$ cat src/rtl/bcd_digit_sequencer_if.sv
// Handshake and result bundle for the BCD digit sequencer.
// Start/Value in from the master; Busy/Done/Digit0..3/Blank back.
interface bcd_digit_sequencer_if;
  logic        Start;
  logic [12:0] Value;
  logic        Busy;
  logic        Done;
  logic [3:0]  Digit0;
  logic [3:0]  Digit1;
  logic [3:0]  Digit2;
  logic [3:0]  Digit3;
  logic [3:0]  Blank;

  modport master (
    output Start, Value,
    input  Busy, Done, Digit0, Digit1,
    input  Digit2, Digit3, Blank
  );

  modport slave (
    input  Start, Value,
    output Busy, Done, Digit0, Digit1,
    output Digit2, Digit3, Blank
  );
endinterface

$ cat src/rtl/bcd_digit_sequencer.sv
// Binary (13-bit) to 4-digit BCD by repeated divide-by-ten.
// Ports: clk, reset_n (async low), bus (slave: Start/Value in,
// Busy/Done/Digit0..3/Blank out, all outputs registered state).
module bcd_digit_sequencer (
  input logic                   clk,
  input logic                   reset_n,
  bcd_digit_sequencer_if.slave  bus
);
  localparam logic [1:0] IDLE    = 2'd0;
  localparam logic [1:0] CONVERT = 2'd1;
  localparam logic [1:0] DONE    = 2'd2;

  logic [1:0]       state_q, state_d;
  logic [12:0]      work_q, work_d;
  logic [1:0]       index_q, index_d;
  logic [3:0][3:0]  scratch_q, scratch_d;
  logic [3:0][3:0]  digit_q, digit_d;
  logic [3:0]       blank_q, blank_d;

  // Single shared divide-by-ten datapath on the work register.
  logic [12:0] quo_w;
  logic [3:0]  rem_w;
  assign quo_w = work_q / 13'd10;
  assign rem_w = 4'(work_q - 13'(quo_w * 13'd10));

  always_comb begin
    state_d   = state_q;
    work_d    = work_q;
    index_d   = index_q;
    scratch_d = scratch_q;
    digit_d   = digit_q;
    blank_d   = blank_q;
    unique case (1'b1)
      state_q == IDLE: begin
        if (bus.Start) begin
          work_d  = bus.Value;
          index_d = 2'd0;
          state_d = CONVERT;
        end
      end
      state_q == CONVERT: begin
        scratch_d[index_q] = rem_w;
        work_d  = quo_w;
        index_d = index_q + 2'd1;
        if (index_q == 2'd3) begin
          state_d = DONE;
          // Publish all digits at once, including this step's.
          digit_d    = scratch_d;
          blank_d[3] = (scratch_d[3] == 4'd0);
          blank_d[2] = blank_d[3] && (scratch_d[2] == 4'd0);
          blank_d[1] = blank_d[2] && (scratch_d[1] == 4'd0);
          blank_d[0] = 1'b0;
        end
      end
      state_q == DONE: begin
        state_d = IDLE;
      end
      default: begin
        state_d = IDLE;
      end
    endcase
  end

  always_ff @(posedge clk or negedge reset_n) begin
    if (!reset_n) begin
      state_q   <= IDLE;
      work_q    <= '0;
      index_q   <= '0;
      scratch_q <= '0;
      digit_q   <= '0;
      blank_q   <= 4'b1110;
    end else begin
      state_q   <= state_d;
      work_q    <= work_d;
      index_q   <= index_d;
      scratch_q <= scratch_d;
      digit_q   <= digit_d;
      blank_q   <= blank_d;
    end
  end

  assign bus.Busy   = (state_q == CONVERT);
  assign bus.Done   = (state_q == DONE);
  assign bus.Digit0 = digit_q[0];
  assign bus.Digit1 = digit_q[1];
  assign bus.Digit2 = digit_q[2];
  assign bus.Digit3 = digit_q[3];
  assign bus.Blank  = blank_q;
endmodule

$ cat src/flat_wrapper.sv
// flat-port wrapper written by rule: the top's interface ports become plain ports
module bcd_digit_sequencer_flat 
  (clk, reset_n, bus_Start, bus_Value, bus_Busy, bus_Done, bus_Digit0, bus_Digit1, bus_Digit2, bus_Digit3, bus_Blank);
  bcd_digit_sequencer_if bus_i ();
  input logic clk;
  input logic reset_n;
  input wire logic [$bits(bus_i.Start)-1:0] bus_Start;
  input wire logic [$bits(bus_i.Value)-1:0] bus_Value;
  output wire logic [$bits(bus_i.Busy)-1:0] bus_Busy;
  output wire logic [$bits(bus_i.Done)-1:0] bus_Done;
  output wire logic [$bits(bus_i.Digit0)-1:0] bus_Digit0;
  output wire logic [$bits(bus_i.Digit1)-1:0] bus_Digit1;
  output wire logic [$bits(bus_i.Digit2)-1:0] bus_Digit2;
  output wire logic [$bits(bus_i.Digit3)-1:0] bus_Digit3;
  output wire logic [$bits(bus_i.Blank)-1:0] bus_Blank;
  assign bus_i.Start = bus_Start;
  assign bus_i.Value = bus_Value;
  assign bus_Busy = bus_i.Busy;
  assign bus_Done = bus_i.Done;
  assign bus_Digit0 = bus_i.Digit0;
  assign bus_Digit1 = bus_i.Digit1;
  assign bus_Digit2 = bus_i.Digit2;
  assign bus_Digit3 = bus_i.Digit3;
  assign bus_Blank = bus_i.Blank;
  bcd_digit_sequencer u_core (.clk(clk), .reset_n(reset_n), .bus(bus_i));
endmodule
$ cat config.mk
export PLATFORM = sky130hd
export DESIGN_NAME = bcd_digit_sequencer_flat
export DESIGN_NICKNAME = d
export VERILOG_FILES = /design/src/rtl/bcd_digit_sequencer_if.sv /design/src/rtl/bcd_digit_sequencer.sv /design/src/flat_wrapper.sv
export SDC_FILE = /design/constraint.sdc
export NUM_CORES = 1
export LEC_CHECK = 0
export CAP_MARGIN = 15
export CORE_MARGIN = 2
export CORE_UTILIZATION = 45
export CTS_BUF_LIST = sky130_fd_sc_hd__clkbuf_4 sky130_fd_sc_hd__clkbuf_8 sky130_fd_sc_hd__clkbuf_16
export DETAILED_ROUTE_END_ITERATION = 10
export HOLD_SLACK_MARGIN = 0.12
export PLACE_DENSITY = 0.66
export SETUP_SLACK_MARGIN = 0.5
export SLEW_MARGIN = 20
export SYNTH_ARGS = -nofsm -noshare
export SYNTH_HDL_FRONTEND = slang
export SYNTH_SLANG_ARGS = --single-unit
$ cat constraint.sdc
create_clock -name clk -period 10.75 [get_ports clk]
set_clock_uncertainty 0.15 [all_clocks]
set_input_delay 1.075 -clock clk [delete_from_list [all_inputs] [get_ports clk]]
set_output_delay 1.075 -clock clk [all_outputs]
set_load 0.005 [all_outputs]
== After elaboration in Yosys (flattened, before gate mapping) ==
Index checks and enable logic that the tools add are counted.
W data, S select, Z words.

* Input bits: 16
* Word-level logic and storage cells: 44
* Flip-flop bits (word level): 52

* Reduce and logical (&&, ||, !) cells: 11
* Equality and inequality tests: 5
* $add $sub $neg: 2
* $lt $le $gt $ge: 2
* Multiplexer cells: 10
* Div/mod/pow operators: 1
* $mul: 1

{| class="wikitable"
|+ Operators by type and width
! operator !! number
|-
| $pmux W13 S2 || 1
|-
| $bwmux W16 || 1
|-
| $div A13 B4 Y13 const B || 1
|-
| $mul A13 B3 Y3 const B || 1
|-
| $mux W13 || 1
|-
| $logic_not A4 Y1 || 3
|-
| $demux W4 S2 || 1
|-
| $pmux W2 S2 || 2
|-
| $mux W2 || 3
|-
| $reduce_and A2 Y1 || 3
|-
| $eq A2 B2 Y1 const B || 2
|-
| $mux W4 || 1
|-
| $sub A4 B4 Y4 || 1
|-
| $logic_and A1 B1 Y1 || 3
|-
| $lt A2 B3 Y1 const B || 1
|-
| $add A2 B1 Y2 const B || 1
|-
| $eq A2 B1 Y1 const B || 1
|-
| $ge A2 B1 Y1 const B || 1
|-
| $logic_not A2 Y1 || 1
|-
| $ne A2 B1 Y1 const B || 1
|-
| $ne A2 B2 Y1 const B || 1
|-
| $reduce_bool A2 Y1 || 1
|}

== Depth between registers and ports, before layout ==
Gate-level depths: netlist of run 1.

* Word-level depth: 8
* Depth in mapped cells: 29

== Worst setup path after synthesis of run 1 ==
No wires, ideal clock.

* Path type: reg2reg
* From: register u_core.work_q[9]
* To: register u_core.blank_q[1], in the netlist u_core.bus.Blank[1]
* Cell stages (with the launch flop): 27
* Setup slack: 4.517 ns
* Clock period less this slack: 6.233 ns
* Setup time: 0.065 ns
* Data required time: 10.535 ns
* Data arrival time: 6.018 ns
* Path through: dfrtp_1 buf_6 or4b_4 a21bo_1 and3_4 buf_6 nor2b_4 a221o_1 a21oi_4 nor2_1 maj3_1 a21oi_1 ha_1 nor2b_1 or4_1 o2111ai_2 o31ai_4 inv_1 ha_1 inv_1 fa_1 or3_1 nor2_1 o21ai_0 a211oi_1 or3b_1 nand3_1

* Word-level cells in the longest chain between the ends: 7
* Elaborated cells between the ends (all ways): 9

{| class="wikitable"
|+ RTL lines
! what !! line !! RTL
|-
| start, declared || bcd_digit_sequencer.sv:14 || <nowiki>logic [12:0] work_q, work_d;</nowiki>
|-
| start signal, assigned || bcd_digit_sequencer.sv:74 || <nowiki>work_q <= work_d;</nowiki>
|-
| $div A13 B4 Y13 * || bcd_digit_sequencer.sv:23 || <nowiki>assign quo_w = work_q / 13'd10;</nowiki>
|-
| $mul A13 B3 Y3 * || bcd_digit_sequencer.sv:24 || <nowiki>assign rem_w = 4'(work_q - 13'(quo_w * 13'd10));</nowiki>
|-
| $sub A4 B4 Y4 * || bcd_digit_sequencer.sv:24 ||
|-
| $bwmux W16 * || bcd_digit_sequencer.sv:42 || <nowiki>scratch_d[index_q] = rem_w;</nowiki>
|-
| $logic_not A4 Y1 (on tied branches) || bcd_digit_sequencer.sv:49, bcd_digit_sequencer.sv:50 ||
|-
| $logic_and A1 B1 Y1 || bcd_digit_sequencer.sv:50 || <nowiki>blank_d[2] = blank_d[3] && (scratch_d[2] == 4'd0);</nowiki>
|-
| $logic_and A1 B1 Y1 * || bcd_digit_sequencer.sv:51 || <nowiki>blank_d[1] = blank_d[2] && (scratch_d[1] == 4'd0);</nowiki>
|-
| end signal, assigned || bcd_digit_sequencer.sv:78 || <nowiki>blank_q <= blank_d;</nowiki>
|-
| end, declared || bcd_digit_sequencer.sv:18 || <nowiki>logic [3:0] blank_q, blank_d;</nowiki>
|}

Mark *: on every way between the ends. The rest lies on a longest branch, timed or not.
A chain may end at the register's enable or synchronous reset.

== Worst setup path after layout of run 1 ==
* From: register u_core.work_q[11]
* To: register u_core.blank_q[1], in the netlist u_core.bus.Blank[1]

The elaborated chain is that of the path after synthesis.

==> results.json, run 1 <==
{
  "r2r_end": "u_core.bus.Blank[1]",
  "drc": 0,
  "hp-class": "reg -> reg",
  "synthFlopType": "dfrtp_1",
  "die_w_um": 93.16,
  "routed_via_density": 6.037,
  "cts_max_level": 2,
  "start_util_pct": 46.29,
  "grt_max_degree": 49,
  "cts_sinks": 48,
  "cp-start-kind": "flop",
  "grt_pass1_vias": 2956,
  "ys_seq_area_share_pct": 33.68,
  "postRouteAntennaNets": 0,
  "area_growth_pct": 11.40,
  "first_pass_iters": 5,
  "cts-buffers-inserted": 5,
  "setup_viol": 0,
  "status": "finished clean",
  "worstPathRequired_ps": 10850,
  "cts_tree": "done",
  "crit_fanout": 22,
  "final_cell_mix": "nand2_1, dfrtp_1, clkdlybuf4s50_1",
  "final_core_util_pct": 51.57,
  "die_area_um2": 8679,
  "place_hpwl_um": 6211,
  "die_y_um": 93.16,
  "coreArea_um2": 7727,
  "clkTransAtPathRegs_ps": 90,
  "maxCapViolCount": 0,
  "wl_per_cell_um": 16.48,
  "r2r_slack_ps": 3380,
  "period_minus_slack_ps": 7368,
  "grt_remaining_overflow": 0,
  "syn_inst": 425,
  "synth_fp_nets": 448,
  "hp-start": "u_core.bus.Digit3[2]",
  "whs_path_depth": 2,
  "cts_setup_buffers": 0,
  "hold_violations": 0,
  "antenna_found_initial": 0,
  "endpoint_kind": "flop",
  "finalNonFillerCells": 536,
  "clock_tree.root_cell": "clkbuf_8",
  "clk_path_buf_depth": 2,
  "num_vias": 3236,
  "globalplace.congestion": 0.8584,
  "timing.fmax_ghz": 0.1357,
  "grt_pass1_wl_um": 14780,
  "fin_crit_sh_pct": 68.54,
  "synthArstFlopShare_pct": 100.0,
  "track_usage_pct": 21.06,
  "rows": 32,
  "diodes": 0,
  "ios": 38,
  "r2r_cells": 25,
  "dp.cells": 529,
  "final_common_cell": "nand2_1",
  "synth_edf_count": 0,
  "rsz0062_at_grt": "no",
  "cts_hold_buffers": 0,
  "tightest_slew_ps": 714.5,
  "ys_warn_count": 0,
  "synth_area_um2": 3577,
  "place.port_buffers": 36,
  "final_nets": 457,
  "max_slew_margin_pct": 52.36,
  "worst-setup-path-type": "reg -> reg",
  "ys_seq_elements": 48,
  "ys_types": 78,
  "drtIter0Drc": 199,
  "clk_latency_ps": 310,
  "syn_area_per_cell_um2": 8.417,
  "cp.arrival_ps": 7470,
  "hold_end": "u_core.bus.Digit3[2]",
  "slew_viol_final": 0,
  "layout-drive-gt1-share_pct": 7.834,
  "timing.rr.start": "u_core.work_q[11]",
  "drt-total-wl_um": 8833,
  "cts_resized": 0,
  "tns_ps": 0
}
[worst max-delay path, stage by stage, from the launching register on]
cell and delay [ps]:
dfrtp_1 730, nor2b_1 310, nor2_1 80, nor4_1 580, o21ai_0 360, a221o_1 420, a21oi_4 210, nor2_1 160
maj3_1 370, a21oi_1 300, ha_1 170, nor2b_1 240, nor2_1 60, o21ai_0 120, o2111ai_2 190, o31ai_4 530
inv_1 90, ha_1 190, inv_1 60, fa_1 530, or3_1 390, nor2_1 120, o21ai_0 150, a211oi_1 310
or3b_1 380, nand3_1 90
[logic make-up after synthesis]
kind of cell	Yosys count	share of synthesized area (%)
adders and majority gates	8	2.938
muxes	19	5.526
other	1	0.1048
AOI/OAI and AO/OA	140	27.25
buffers and inverters	51	6.400
xor gates and xnor gates	4	1.399
DFF	48	33.68
and+or+nand+nor	154	22.70
[area by class of cell]
class                           count  area (um2)
Inverter                           16       60.06
Fill cell                         743        3742
Sequential cell                    48        1205
Multi-Input combinational cell    326        2146
Clock buffer                        5       68.82
Tap cell                          102       127.6
Clock inverter                      2       12.51
Timing Repair Buffer               37       365.4
[cells in the mapped netlist, types with 3 or more instances]
library cell,instances,area [um2]
nand2_1,53,198.9
dfrtp_1,45,1126
o21ai_0,34,170.2
nor2_1,26,97.59
a21oi_1,25,125.1
clkbuf_1,18,67.56
inv_1,15,56.30
mux2i_1,13,130.1
a31oi_1,10,62.56
nand2b_1,10,62.56
buf_2,9,45.04
nor2b_1,8,50.05
nand3_1,7,35.03
nor4_1,7,43.79
o21ai_1,7,35.03
o22a_1,7,61.31
o22ai_1,7,43.79
o32ai_1,7,61.31
ha_1,6,75.07
mux2_2,6,67.56
nand4_1,6,37.54
nor3b_1,6,45.04
a21o_1,4,30.03
a22o_1,4,35.03
nor3_1,4,20.02
or3b_1,4,35.03
and3_1,3,18.77
buf_1,3,11.26
buf_4,3,22.52
dfstp_2,3,78.83
nand3b_1,3,22.52
or4_1,3,22.52
[worst max path at each step]
stage                      start                   to
2_1_floorplan   u_core.work_q[9]  u_core.bus.Blank[1]
3_3_place_gp   u_core.work_q[11]  u_core.bus.Blank[1]
3_5_place_dp   u_core.work_q[11]  u_core.bus.Blank[1]
4_1_cts        u_core.work_q[11]  u_core.bus.Blank[1]
5_1_grt        u_core.work_q[10]  u_core.bus.Blank[1]
6_report       u_core.work_q[11]  u_core.bus.Blank[1]
[metrics by stage]
step / instance area, um2 / setup slack, ps / hold slack, ps
floorplan: 3577 / 4517 / 297.6
global placement: 3899 / 3715 / 312.3
detailed placement: 3899 / 3406 / 320.1
CTS: 3980 / 3405 / 338.9
global route: 3985 / 2816 / 350.7
finish: 3985 / 3382 / 331.9
[per-layer routing]
layer	global-route usage, %	vias up	wire [um]
li1	-	1577	-
met1	31.46	1558	4351
met2	32.49	90	3986
met3	3.384	11	405
met4	4.044	0	89
met5	0	-	0
[state kept, by name, summed over array words and instances (netlist names)]
name	flops
u_core.scratch_q	12
u_core.bus.Blank	3
u_core.work_q	13
u_core.bus.Digit3	4
u_core.bus.Digit0	4
u_core.bus.Digit2	4
u_core.index_q	2
u_core.bus.Digit1	4
u_core.state_q	2
Power of run 1 is left out: the tool's default activity adds up to more than one toggle a clock period on the data nets, which glitch-free logic cannot reach.
==> run 2, diff against run 1 <==
clock period = 7.72 ns   (was 10.75 ns; I/O delays follow)
==> results.json, run 2 (same netlist as run 1, synthesis figures left out) <==
{
  "status": "finished clean",
  "antenna_found_initial": 0,
  "first_pass_iters": 5,
  "top_regs": "u_core.work_q: 13 flops, u_core.scratch_q: 12 flops",
  "timing.rr.start": "u_core.work_q[10]",
  "fin_crit_sh_pct": 88.69,
  "cp.arrival_ps": 6940,
  "dr_wl_met2_um": 3976,
  "multi_input_area_um2": 2176,
  "worst-setup-path-type": "reg -> reg",
  "routed_via_density": 5.954,
  "crit_fanout": 19,
  "max_slew_margin_pct": 53.74,
  "diodes": 0,
  "fillerInstances": 730,
  "place.port_buffers": 36,
  "track_usage_pct": 21.07,
  "die_y_um": 93.16,
  "clock_tree.root_cell": "clkbuf_8",
  "layout-drive-gt1-share_pct": 10.98,
  "endpoint_kind": "flop",
  "die_w_um": 93.16,
  "final_cell_mix": "nand2_1, dfrtp_1, clkdlybuf4s50_1",
  "postRouteAntennaNets": 0,
  "grt_max_degree": 49,
  "cts_max_level": 2,
  "critPathLaunch": "u_core.work_q[10]",
  "wl_met3_um": 450,
  "die_area_um2": 8679,
  "routed.top_layer": "met4",
  "globalplace.congestion": 0.8584,
  "final_common_cell": "nand2_1",
  "drc": 0,
  "final_nets": 459,
  "ios": 38,
  "timing.fmax_ghz": 0.1461,
  "setup_viol": 0,
  "grt_remaining_overflow": 0,
  "clk_path_buf_depth": 2,
  "postLayoutCellArea_um2": 4078,
  "wl_per_cell_um": 16.42,
  "tns_ps": 0,
  "place_hpwl_um": 6247,
  "grt_pass1_wl_um": 14800,
  "area_growth_pct": 13.99,
  "clk_latency_ps": 300,
  "final-seq-area_um2": 1212,
  "cts_tree": "done",
  "drtIter0Drc": 206,
  "cp-start-kind": "flop",
  "num_vias": 3209,
  "top_register": "u_core.work_q",
  "placed_area_um2": 3899,
  "wl_met1_um": 4300,
  "start_util_pct": 46.29,
  "slew_viol_final": 0,
  "coreArea_um2": 7727,
  "maxCapViolCount": 0,
  "drt-total-wl_um": 8848,
  "hp-class": "in -> async",
  "cts_sinks": 48,
  "largest_reg_flops": 13,
  "rows": 32,
  "cts-buffers-inserted": 5,
  "rsz0062_at_grt": "no",
  "clkTransAtPathRegs_ps": 90,
  "hold_violations": 0,
  "period_minus_slack_ps": 6847,
  "grt_pass1_vias": 2953,
  "worstPathRequired_ps": 7820,
  "tightest_slew_ps": 694.0,
  "cts_hold_buffers": 0
}
## run 2: cell types whose count changed in the layout (fill, tap and decap cells not counted), moves of 2 or more
cell     before  now
dfrtp_2       0    6
buf_4         2    4
dfrtp_1      45   39
o32ai_1       7    5
o32ai_2       0    2
## run 2: area by class of cell
class,instances,area share (%)
Clock buffer,6,2.025
Clock inverter,2,0.9512
Inverter,16,1.473
Multi-Input combinational cell,326,53.36
Sequential cell,48,29.73
Tap cell,102,3.130
Timing Repair Buffer,39,9.328
## run 2: through the flow
stage,instances,util [%],setup slack (ps),hold slack (ps)
4_1_cts,537,52.09,507.0,342.4
2_1_floorplan,425,-,1487,297.6
3_3_place_gp,529,50.45,685.2,312.2
5_1_grt,539,52.77,460.0,359.6
6_report,539,52.77,873.4,315.9
3_5_place_dp,529,50.45,403.1,321.6
## run 2: worst max-delay path: stages, from the launching register on
cell       delay, ps
dfrtp_2          540
or3b_1           460
o22ai_1          300
a2111o_1         260
o21ai_0          220
a221o_1          420
a21oi_4          210
nor2_1           160
maj3_1           380
a21oi_2          220
ha_1             260
nor2b_1          160
or4_1            510
o2111ai_2        120
o31ai_4          130
inv_1             90
ha_1             140
inv_1             50
fa_1             570
or3_1            380
nor2_1           120
o21ai_0          150
a211oi_1         320
or3b_1           380
nand3_1           80
## run 2: path summary, 6_finish.rpt
kind | cells after the start | slack [ps] | end
worst max-delay path | 24 | 870 | u_core.bus.Blank[1]
worst min-delay path | 1 | 320 | u_core.bus.Digit3[2]
worst max register to register | 24 | 870 | u_core.bus.Blank[1]
worst min register to register | 2 | 340 | u_core.bus.Digit3[2]
max in group asynchronous | 1 | 6670 | u_core.work_q[7]
min in group clk | 2 | 340 | u_core.bus.Digit3[2]
## run 2: per-layer routing
layer  track usage, %  vias to the layer above
li1                 -                     1579
met1            32.11                     1540
met2            31.46                       78
met3            3.304                       12
met4            4.779                        0
met5                0                        -
## run 2: timing repair
action | CTS | global route
hold endpoints to repair | 0 | 0
cloned | 0 | 0
resized for setup | 4 | 7
setup buffers | 0 | 2
pin swaps | 0 | 1
setup endpoints to repair | 1 | 7
Power of run 2 is left out for the same reason.
